**src/rtl/decode_pkg.sv**
```systemverilog
// Shared decode constants, control/bundle types and the opcode/funct decoder.
// Latency: none (types and a combinational helper only).
// Backpressure: not applicable.
package decode_pkg;

   localparam int XLEN = 32;
   localparam int AW   = 5;
   localparam int NREG = 32;

   localparam logic [5:0] OP_RTYPE = 6'b000000;
   localparam logic [5:0] OP_LW    = 6'b100011;
   localparam logic [5:0] OP_J     = 6'b000010;
   localparam logic [5:0] OP_JAL   = 6'b000011;

   localparam logic [5:0] FN_ADD = 6'b100000;
   localparam logic [5:0] FN_SUB = 6'b100010;
   localparam logic [5:0] FN_AND = 6'b100100;
   localparam logic [5:0] FN_SLL = 6'b000000;

   localparam logic [4:0] REG_LINK = 5'd31;

   typedef enum logic [2:0] {
      ALU_ADD = 3'd0,
      ALU_SUB = 3'd1,
      ALU_AND = 3'd2,
      ALU_SLL = 3'd3,
      ALU_NOP = 3'd7
   } alu_op_e;

   typedef struct packed {
      alu_op_e    alu_op;
      logic [4:0] dest;
      logic       reg_write;
      logic       mem_read;
      logic       jump;
      logic       link;
      logic       illegal;
   } ctrl_t;

   typedef struct packed {
      ctrl_t           ctrl;
      logic [XLEN-1:0] rs_data;
      logic [XLEN-1:0] rt_data;
      logic [XLEN-1:0] imm;
      logic [4:0]      shamt;
      logic [AW-1:0]   pc_plus1;
   } bundle_t;

   // Reset bundle: everything zero except the ALU op, which idles at NOP (MSB field).
   localparam bundle_t BUNDLE_RST = bundle_t'({ALU_NOP, {($bits(bundle_t) - 3){1'b0}}});

   // Control decode. Only the fields an opcode actually uses feed the control
   // outputs, so junk in unused fields cannot leak into them.
   function automatic ctrl_t decode_ctrl(input logic [XLEN-1:0] instr);
      ctrl_t c;
      c        = '0;
      c.alu_op = ALU_NOP;
      case (instr[31:26])
         OP_RTYPE: begin
            case (instr[5:0])
               FN_ADD:  c.alu_op = ALU_ADD;
               FN_SUB:  c.alu_op = ALU_SUB;
               FN_AND:  c.alu_op = ALU_AND;
               FN_SLL:  c.alu_op = ALU_SLL;
               default: c.illegal = 1'b1;
            endcase
            if (!c.illegal) begin
               c.dest      = instr[15:11];
               c.reg_write = 1'b1;
            end
         end
         OP_LW: begin
            c.alu_op    = ALU_ADD;
            c.mem_read  = 1'b1;
            c.dest      = instr[20:16];
            c.reg_write = 1'b1;
         end
         OP_J: begin
            c.jump = 1'b1;
         end
         OP_JAL: begin
            c.jump      = 1'b1;
            c.link      = 1'b1;
            c.dest      = REG_LINK;
            c.reg_write = 1'b1;
         end
         default: c.illegal = 1'b1;
      endcase
      if (c.dest == 5'd0) c.reg_write = 1'b0;
      return c;
   endfunction

endpackage

```
**src/rtl/instr_decode_stage_if.sv**
```systemverilog
// Fetch-side, writeback and execute-side signals of the decode stage.
// Latency: none (wiring only).
// Backpressure: valid/ready on both the fetch and execute sides.
interface instr_decode_stage_if;

   logic                          in_valid;
   logic                          in_ready;
   logic [decode_pkg::XLEN-1:0]   instr;
   logic [decode_pkg::AW-1:0]     in_pc;
   logic                          wb_en;
   logic [4:0]                    wb_addr;
   logic [decode_pkg::XLEN-1:0]   wb_data;
   logic                          out_valid;
   logic                          out_ready;
   logic [2:0]                    out_alu_op;
   logic [decode_pkg::XLEN-1:0]   out_rs_data;
   logic [decode_pkg::XLEN-1:0]   out_rt_data;
   logic [decode_pkg::XLEN-1:0]   out_imm;
   logic [4:0]                    out_shamt;
   logic [4:0]                    out_dest;
   logic                          out_reg_write;
   logic                          out_mem_read;
   logic                          out_jump;
   logic                          out_link;
   logic [decode_pkg::AW-1:0]     out_pc_plus1;
   logic                          out_illegal;
   logic                          redirect_valid;
   logic [decode_pkg::AW-1:0]     redirect_pc;

   modport master (
      output in_valid, instr, in_pc, wb_en, wb_addr, wb_data, out_ready,
      input  in_ready, out_valid, out_alu_op, out_rs_data, out_rt_data, out_imm,
             out_shamt, out_dest, out_reg_write, out_mem_read, out_jump, out_link,
             out_pc_plus1, out_illegal, redirect_valid, redirect_pc
   );

   modport slave (
      input  in_valid, instr, in_pc, wb_en, wb_addr, wb_data, out_ready,
      output in_ready, out_valid, out_alu_op, out_rs_data, out_rt_data, out_imm,
             out_shamt, out_dest, out_reg_write, out_mem_read, out_jump, out_link,
             out_pc_plus1, out_illegal, redirect_valid, redirect_pc
   );

endinterface

```
**src/rtl/decode_regfile.sv**
```systemverilog
// 32x32 register file, one write port, two read ports; r0 is hardwired zero.
// Latency: reads combinational with same-cycle write bypass; writes land at posedge.
// Backpressure: none.
module decode_regfile
   import decode_pkg::*;
(
   input  logic            clk,
   input  logic            rst_n,
   input  logic            wb_en,
   input  logic [4:0]      wb_addr,
   input  logic [XLEN-1:0] wb_data,
   input  logic [4:0]      rs_addr,
   input  logic [4:0]      rt_addr,
   output logic [XLEN-1:0] rs_data,
   output logic [XLEN-1:0] rt_data
);

   logic [XLEN-1:0] regs [NREG];

   // Storage: synchronous clear, writes to r0 dropped.
   always_ff @(posedge clk) begin
      if (!rst_n) begin
         for (int i = 0; i < NREG; i++) regs[i] <= '0;
      end else if (wb_en && (wb_addr != 5'd0)) begin
         regs[wb_addr] <= wb_data;
      end
   end

   // Read ports: r0 is zero, an in-flight write to the same register wins.
   always_comb begin
      rs_data = regs[rs_addr];
      rt_data = regs[rt_addr];
      if (rs_addr == 5'd0)                     rs_data = '0;
      else if (wb_en && (wb_addr == rs_addr))  rs_data = wb_data;
      if (rt_addr == 5'd0)                     rt_data = '0;
      else if (wb_en && (wb_addr == rt_addr))  rt_data = wb_data;
   end

endmodule

```
**src/rtl/instr_decode_stage.sv**
```systemverilog
// Decode stage: field split, regfile read, registered bundle to execute, jump redirect.
// Latency: 1 cycle from accept to out_valid; redirect pulses the cycle after a jump is accepted.
// Backpressure: in_ready = !out_valid | out_ready; the bundle holds while execute stalls.
module instr_decode_stage
   import decode_pkg::*;
(
   input  logic               clk,
   input  logic               rst_n,
   instr_decode_stage_if.slave io
);

   logic            in_ready;
   logic            accept;
   logic [XLEN-1:0] rs_rdata;
   logic [XLEN-1:0] rt_rdata;
   ctrl_t           ctrl_d;
   bundle_t         bundle_d;
   bundle_t         bundle_q;
   logic            out_valid_q;
   logic            redirect_valid_q;
   logic [AW-1:0]   redirect_pc_q;
   logic            squash_q;

   decode_regfile u_regfile (
      .clk     (clk),
      .rst_n   (rst_n),
      .wb_en   (io.wb_en),
      .wb_addr (io.wb_addr),
      .wb_data (io.wb_data),
      .rs_addr (io.instr[25:21]),
      .rt_addr (io.instr[20:16]),
      .rs_data (rs_rdata),
      .rt_data (rt_rdata)
   );

   assign in_ready = !out_valid_q || io.out_ready;
   assign accept   = io.in_valid && in_ready;

   // Build the next bundle from the presented word.
   always_comb begin
      ctrl_d            = decode_ctrl(io.instr);
      bundle_d          = BUNDLE_RST;
      bundle_d.ctrl     = ctrl_d;
      bundle_d.rs_data  = rs_rdata;
      bundle_d.rt_data  = rt_rdata;
      bundle_d.imm      = {{(XLEN - 16){io.instr[15]}}, io.instr[15:0]};
      bundle_d.shamt    = io.instr[10:6];
      bundle_d.pc_plus1 = io.in_pc + AW'(1);
   end

   // Output register, redirect pulse and the single-word squash after a jump.
   always_ff @(posedge clk) begin
      if (!rst_n) begin
         out_valid_q      <= 1'b0;
         bundle_q         <= BUNDLE_RST;
         redirect_valid_q <= 1'b0;
         redirect_pc_q    <= '0;
         squash_q         <= 1'b0;
      end else begin
         redirect_valid_q <= 1'b0;
         if (accept) begin
            if (squash_q) begin
               // Wrong-path word behind a jump: swallow it.
               squash_q    <= 1'b0;
               out_valid_q <= 1'b0;
            end else begin
               out_valid_q <= 1'b1;
               bundle_q    <= bundle_d;
               if (ctrl_d.jump) begin
                  redirect_valid_q <= 1'b1;
                  redirect_pc_q    <= io.instr[AW-1:0];
                  squash_q         <= 1'b1;
               end
            end
         end else if (io.out_ready) begin
            out_valid_q <= 1'b0;
         end
      end
   end

   assign io.in_ready       = in_ready;
   assign io.out_valid      = out_valid_q;
   assign io.out_alu_op     = bundle_q.ctrl.alu_op;
   assign io.out_rs_data    = bundle_q.rs_data;
   assign io.out_rt_data    = bundle_q.rt_data;
   assign io.out_imm        = bundle_q.imm;
   assign io.out_shamt      = bundle_q.shamt;
   assign io.out_dest       = bundle_q.ctrl.dest;
   assign io.out_reg_write  = bundle_q.ctrl.reg_write;
   assign io.out_mem_read   = bundle_q.ctrl.mem_read;
   assign io.out_jump       = bundle_q.ctrl.jump;
   assign io.out_link       = bundle_q.ctrl.link;
   assign io.out_pc_plus1   = bundle_q.pc_plus1;
   assign io.out_illegal    = bundle_q.ctrl.illegal;
   assign io.redirect_valid = redirect_valid_q;
   assign io.redirect_pc    = redirect_pc_q;

endmodule
```
**src/flat_wrapper.sv**
```systemverilog
// flat-port wrapper written by rule: the top's interface ports become plain ports
module instr_decode_stage_flat import decode_pkg::*;
  (clk, rst_n, io_in_valid, io_instr, io_in_pc, io_wb_en, io_wb_addr, io_wb_data, io_out_ready, io_in_ready, io_out_valid, io_out_alu_op, io_out_rs_data, io_out_rt_data, io_out_imm, io_out_shamt, io_out_dest, io_out_reg_write, io_out_mem_read, io_out_jump, io_out_link, io_out_pc_plus1, io_out_illegal, io_redirect_valid, io_redirect_pc);
  instr_decode_stage_if io_i ();
  input  logic clk;
  input  logic rst_n;
  input wire logic [$bits(io_i.in_valid)-1:0] io_in_valid;
  input wire logic [$bits(io_i.instr)-1:0] io_instr;
  input wire logic [$bits(io_i.in_pc)-1:0] io_in_pc;
  input wire logic [$bits(io_i.wb_en)-1:0] io_wb_en;
  input wire logic [$bits(io_i.wb_addr)-1:0] io_wb_addr;
  input wire logic [$bits(io_i.wb_data)-1:0] io_wb_data;
  input wire logic [$bits(io_i.out_ready)-1:0] io_out_ready;
  output wire logic [$bits(io_i.in_ready)-1:0] io_in_ready;
  output wire logic [$bits(io_i.out_valid)-1:0] io_out_valid;
  output wire logic [$bits(io_i.out_alu_op)-1:0] io_out_alu_op;
  output wire logic [$bits(io_i.out_rs_data)-1:0] io_out_rs_data;
  output wire logic [$bits(io_i.out_rt_data)-1:0] io_out_rt_data;
  output wire logic [$bits(io_i.out_imm)-1:0] io_out_imm;
  output wire logic [$bits(io_i.out_shamt)-1:0] io_out_shamt;
  output wire logic [$bits(io_i.out_dest)-1:0] io_out_dest;
  output wire logic [$bits(io_i.out_reg_write)-1:0] io_out_reg_write;
  output wire logic [$bits(io_i.out_mem_read)-1:0] io_out_mem_read;
  output wire logic [$bits(io_i.out_jump)-1:0] io_out_jump;
  output wire logic [$bits(io_i.out_link)-1:0] io_out_link;
  output wire logic [$bits(io_i.out_pc_plus1)-1:0] io_out_pc_plus1;
  output wire logic [$bits(io_i.out_illegal)-1:0] io_out_illegal;
  output wire logic [$bits(io_i.redirect_valid)-1:0] io_redirect_valid;
  output wire logic [$bits(io_i.redirect_pc)-1:0] io_redirect_pc;
  assign io_i.in_valid = io_in_valid;
  assign io_i.instr = io_instr;
  assign io_i.in_pc = io_in_pc;
  assign io_i.wb_en = io_wb_en;
  assign io_i.wb_addr = io_wb_addr;
  assign io_i.wb_data = io_wb_data;
  assign io_i.out_ready = io_out_ready;
  assign io_in_ready = io_i.in_ready;
  assign io_out_valid = io_i.out_valid;
  assign io_out_alu_op = io_i.out_alu_op;
  assign io_out_rs_data = io_i.out_rs_data;
  assign io_out_rt_data = io_i.out_rt_data;
  assign io_out_imm = io_i.out_imm;
  assign io_out_shamt = io_i.out_shamt;
  assign io_out_dest = io_i.out_dest;
  assign io_out_reg_write = io_i.out_reg_write;
  assign io_out_mem_read = io_i.out_mem_read;
  assign io_out_jump = io_i.out_jump;
  assign io_out_link = io_i.out_link;
  assign io_out_pc_plus1 = io_i.out_pc_plus1;
  assign io_out_illegal = io_i.out_illegal;
  assign io_redirect_valid = io_i.redirect_valid;
  assign io_redirect_pc = io_i.redirect_pc;
  instr_decode_stage u_core (.clk(clk), .rst_n(rst_n), .io(io_i));
endmodule
```
**config.mk**
```make
export PLATFORM = sky130hd
export DESIGN_NAME = instr_decode_stage_flat
export DESIGN_NICKNAME = d
export VERILOG_FILES = /design/src/rtl/decode_pkg.sv /design/src/rtl/instr_decode_stage_if.sv /design/src/rtl/decode_regfile.sv /design/src/rtl/instr_decode_stage.sv /design/src/flat_wrapper.sv
export SDC_FILE = /design/constraint.sdc
export NUM_CORES = 2
export LEC_CHECK = 0
export CAP_MARGIN = 20
export CORE_MARGIN = 3
export CORE_UTILIZATION = 41
export DETAILED_ROUTE_END_ITERATION = 6
export GPL_ROUTABILITY_DRIVEN = 1
export HOLD_SLACK_MARGIN = 0.02
export PLACE_DENSITY_LB_ADDON = 0.2
export SYNTH_ARGS = -nofsm -noshare
export SYNTH_HDL_FRONTEND = slang
export SYNTH_SLANG_ARGS = --single-unit
```
**constraint.sdc**
```tcl
create_clock -name clk -period 9.7 [get_ports clk]
set_clock_uncertainty 0.15 [all_clocks]
set_input_delay 0.97 -clock clk [delete_from_list [all_inputs] [get_ports clk]]
set_output_delay 0.97 -clock clk [all_outputs]
set_load 0.1 [all_outputs]
```
==> flow_summary.rst <==
.. list-table::
   :header-rows: 1

   * - Metric
     - Value
   * - Number of nets in the layout
     - 4465
   * - Crit Path Class
     - input port to output pin
   * - Core area
     - 0.142 sq mm
   * - Rel. slew slack
     - 21.4%
   * - Clk sinks
     - 1130
   * - Worst supply voltage drop on vdd
     - roughly 0.00013 V
   * - Number of flops mapped to enable cells by yosys
     - around 1000
   * - Detail-routed via count per cell
     - 6.25
   * - Min Hold Slack
     - 0.303 ns
   * - Die area
     - 0.148 sq mm
   * - Antenna violations before repair
     - 23
   * - GRT Overall Usage
     - 28.7%
   * - Number of setup violations in the final report
     - 0
   * - Fraction of layout cells with a size suffix above 1
     - 19.2%
   * - Most used flip-flop cell after synthesis
     - sky130_fd_sc_hd__edfxtp_1
   * - Most frequent cells in the layout
     - sky130_fd_sc_hd__edfxtp_1, sky130_fd_sc_hd__and2_1, sky130_fd_sc_hd__mux4_2
   * - Leakage dissipation
     - 23.7 nW
   * - Pin slew with the least headroom to its limit
     - around 1.2 ns
   * - Relative area change from synthesis to final layout
     - 14.5%
   * - Antenna-violating nets left
     - 0
   * - Overall overflow remaining after global route
     - 0
   * - Area used by multi-input combinational logic
     - 0.0248 sq mm
   * - Maximum level of the CTS H-tree
     - 3
   * - Unrepaired setup endpoints after global routing
     - false
   * - Final clock period utilization by the worst path
     - 43.6%
   * - Row count
     - 138
   * - Starting density of the core
     - approximately 41%
   * - Number of cells upsized or downsized after cts
     - 0
   * - GPL Wtd Cong
     - 0.864
   * - Number of distinct library cells after synthesis
     - 55
   * - Final Hold Vio Count
     - 0
   * - CTS hold repair buffers
     - 0
   * - Category of the worst setup path launch point
     - input port
   * - Cell Pwr Density
     - 181 mW/mm^2
   * - Post-synthesis cell area
     - between 0.05 and 0.06 sq mm
   * - Outcome
     - complete, no violations
   * - Layout fillers
     - 12300
   * - Required time of the worst setup path
     - around 8.6 ns
   * - Critical Path Sink Type
     - output pin
   * - Buffer cell driving the clock tree root
     - sky130_fd_sc_hd__clkbuf_16
   * - Post-placement cell area
     - 0.0633 sq mm
   * - DR vias
     - ~40000
   * - Critical Path AT
     - 3.11 ns
   * - Fraction of the yosys area taken by sequential cells
     - between 50 and 60%
   * - Clock buffer count from CTS
     - 121
   * - Main area contributors after synthesis
     - sky130_fd_sc_hd__edfxtp_1, sky130_fd_sc_hd__mux4_2, sky130_fd_sc_hd__and2_1
   * - Cell type contributing the most total cell area after synthesis
     - sky130_fd_sc_hd__edfxtp_1
   * - Maximum capacitance violations
     - 0
   * - Commonest non-fill, non-tap cell in the layout
     - sky130_fd_sc_hd__edfxtp_1
   * - Cell count after synthesis
     - 4342
   * - Number of design-rule violations left by the first detailed-router iteration
     - 6047
   * - Layout Cell Area excl Fill
     - 0.0674 sq mm
   * - Post-detailed-route DRC marker count
     - 0
   * - Buffer levels on the longest clock path
     - 3
   * - Largest net degree at the start of global routing
     - 118
   * - Class of the tightest hold or removal check
     - flop to flop
   * - Final Max Slew Viols
     - 0
   * - Post-synthesis register bit count
     - approximately 1100
   * - Fraction of post-synthesis cell area in the top cell type by area
     - 52.2%
   * - Final critical-path required period
     - 4.23 ns
   * - TritonCTS clock tree
     - built
   * - Router iterations before antenna repair
     - 6
   * - Syn avg cell area
     - 13.6 sq um
   * - Die extent in y
     - 385 um
   * - Die span in x
     - 385 um
   * - Total Routed Length
     - around 220000 um
   * - Global-route wire length before repair
     - approximately 300000 um
   * - Vias in the first global route
     - approximately 39000
   * - Number of top-level design ports
     - 206
   * - Setup TNS
     - 0 ns
   * - Worst Path Max Fanout
     - 6
   * - FMAX
     - 236 MHz
   * - Post-CTS setup buffer count
     - 0
   * - Clock input transition at the sequential cells of the worst setup and hold paths
     - 0.06 ns
   * - Clock network latency to the later pin of the worst-skew pair
     - 0.75 ns
   * - Wire length per cell after detailed routing
     - 33.8 um
   * - Register-to-register setup slack
     - 6.69 ns
   * - Half-perimeter wire length after placement
     - 130000 um
   * - PortBufs
     - 205
   * - Yosys synthesis warning count
     - 0
   * - FF/Latch Area
     - 0.0329 sq mm
   * - Async set or reset register ratio after synthesis
     - 0%
[cell type report]
type,instances,area share (%)
diodes,11,0.0408
clock buffers,167,5.08
clock inverters,61,0.779
inverters,5,0.0334
multi-input cells,2775,36.7
flip-flops and latches,1130,48.7
well taps,1890,3.51
repair buffers,352,5.13
[per-stage QoR]
step	worst slack [ns]	util, %	instances	power (W)
4_1_cts	5.47	47.3	6372	0.0122
3_5_place_dp	4.91	44.5	6144	0.00756
5_1_grt	5.45	47.5	6385	0.0125
2_1_floorplan	4.98	-	4373	0.00688
6_report	5.47	47.5	6391	0.0122
3_3_place_gp	4.95	44.4	6131	0.00754
[synthesized netlist by cell type (2+ instances only)]
master,number
sky130_fd_sc_hd__or4_1,2
sky130_fd_sc_hd__a22o_1,4
sky130_fd_sc_hd__o31ai_1,18
sky130_fd_sc_hd__a22oi_1,189
sky130_fd_sc_hd__buf_4,37
sky130_fd_sc_hd__a221oi_1,2
sky130_fd_sc_hd__mux2i_1,282
sky130_fd_sc_hd__nand2_1,213
sky130_fd_sc_hd__o21ai_0,121
sky130_fd_sc_hd__xnor2_1,11
sky130_fd_sc_hd__a32oi_1,17
sky130_fd_sc_hd__nand3_1,86
sky130_fd_sc_hd__edfxtp_1,1024
sky130_fd_sc_hd__buf_1,24
sky130_fd_sc_hd__o311a_1,39
sky130_fd_sc_hd__nand3b_1,2
sky130_fd_sc_hd__a2111oi_0,14
sky130_fd_sc_hd__nor2_1,64
sky130_fd_sc_hd__a21oi_1,63
sky130_fd_sc_hd__nor3_1,43
sky130_fd_sc_hd__or3_1,4
sky130_fd_sc_hd__nand4_1,2
sky130_fd_sc_hd__and3_1,7
sky130_fd_sc_hd__xor2_1,2
sky130_fd_sc_hd__o21ai_1,7
sky130_fd_sc_hd__o22ai_1,62
sky130_fd_sc_hd__buf_2,71
sky130_fd_sc_hd__dfxtp_1,106
sky130_fd_sc_hd__inv_1,5
sky130_fd_sc_hd__or2_2,20
sky130_fd_sc_hd__a21boi_0,4
sky130_fd_sc_hd__a311oi_1,2
sky130_fd_sc_hd__clkbuf_1,323
sky130_fd_sc_hd__nand2b_1,12
sky130_fd_sc_hd__a211oi_1,11
sky130_fd_sc_hd__mux4_2,370
sky130_fd_sc_hd__nor2b_1,11
sky130_fd_sc_hd__buf_6,8
sky130_fd_sc_hd__a31oi_1,5
sky130_fd_sc_hd__and2_1,995
sky130_fd_sc_hd__mux2_2,46
[state kept, by name, summed over array words and instances, names as in the netlist, 3 cells and up]
name	cells
u_core.io.out_alu_op	3
u_core.io.out_dest	5
u_core.io.out_imm	16
u_core.io.out_pc_plus1	5
u_core.io.out_rs_data	32
u_core.io.out_rt_data	32
u_core.io.redirect_pc	5
u_core.u_regfile.regs	1024
[kinds of logic (layout without fill, tap and decap cells)]
logic type	count (synthesis)	count (layout)	share of synthesized area, %
buffers and inverters	468	585	3.47
muxes	698	698	19.8
DFF	1130	1130	55.8
other	1	43	0.00637
and+or+nand+nor	1469	1469	14.2
AOI/OAI and AO/OA	561	561	6.46
xor gates and xnor gates	13	13	0.193
adders and majority gates	2	2	0.0382
[report_power, final]
part | internal (W) | total [W] | leakage (nW) | switching (W)
combinational | 0.000583 | 0.00174 | 11.1 | 0.00115
sequential | 0.00558 | 0.00576 | 10.6 | 0.000178
clock | 0.00267 | 0.00468 | 1.96 | 0.00201
[worst max-delay path: stages]
cell and delay [ns]:
sky130_fd_sc_hd__clkdlybuf4s50_1 0.44, sky130_fd_sc_hd__nand2b_1 0.45, sky130_fd_sc_hd__clkdlybuf4s50_1 1.24
[per-layer routing]
| layer | wire [um] | share of wire [%] | vias to the layer above | track usage (%) |
|---|---|---|---|---|
| met2 | 97700 | 45 | 2428 | 43.6 |
| met5 | 30 | 0.014 | - | 0 |
| li1 | - | - | 16500 | - |
| met4 | 7850 | 3.6 | 6 | 10.7 |
| met3 | 24800 | 11 | 398 | 7.43 |
| met1 | 85600 | 40 | 20600 | 39.7 |
[path summary, 6_finish.rpt]
path	endpoint	from	cells after the start
setup / recovery	io_in_ready	io_out_ready	3
hold / removal	u_core.io.redirect_pc[1]$_SDFFE_PN0P_	u_core.io.redirect_pc[1]$_SDFFE_PN0P_	2
hold reg to reg	u_core.io.redirect_pc[1]$_SDFFE_PN0P_	u_core.io.redirect_pc[1]$_SDFFE_PN0P_	2
setup reg to reg	u_core.io.out_rt_data[26]$_SDFFE_PN0P_	u_core.io.out_valid$_SDFFE_PN0P_	6
Power figures use the tool's default switching activity.
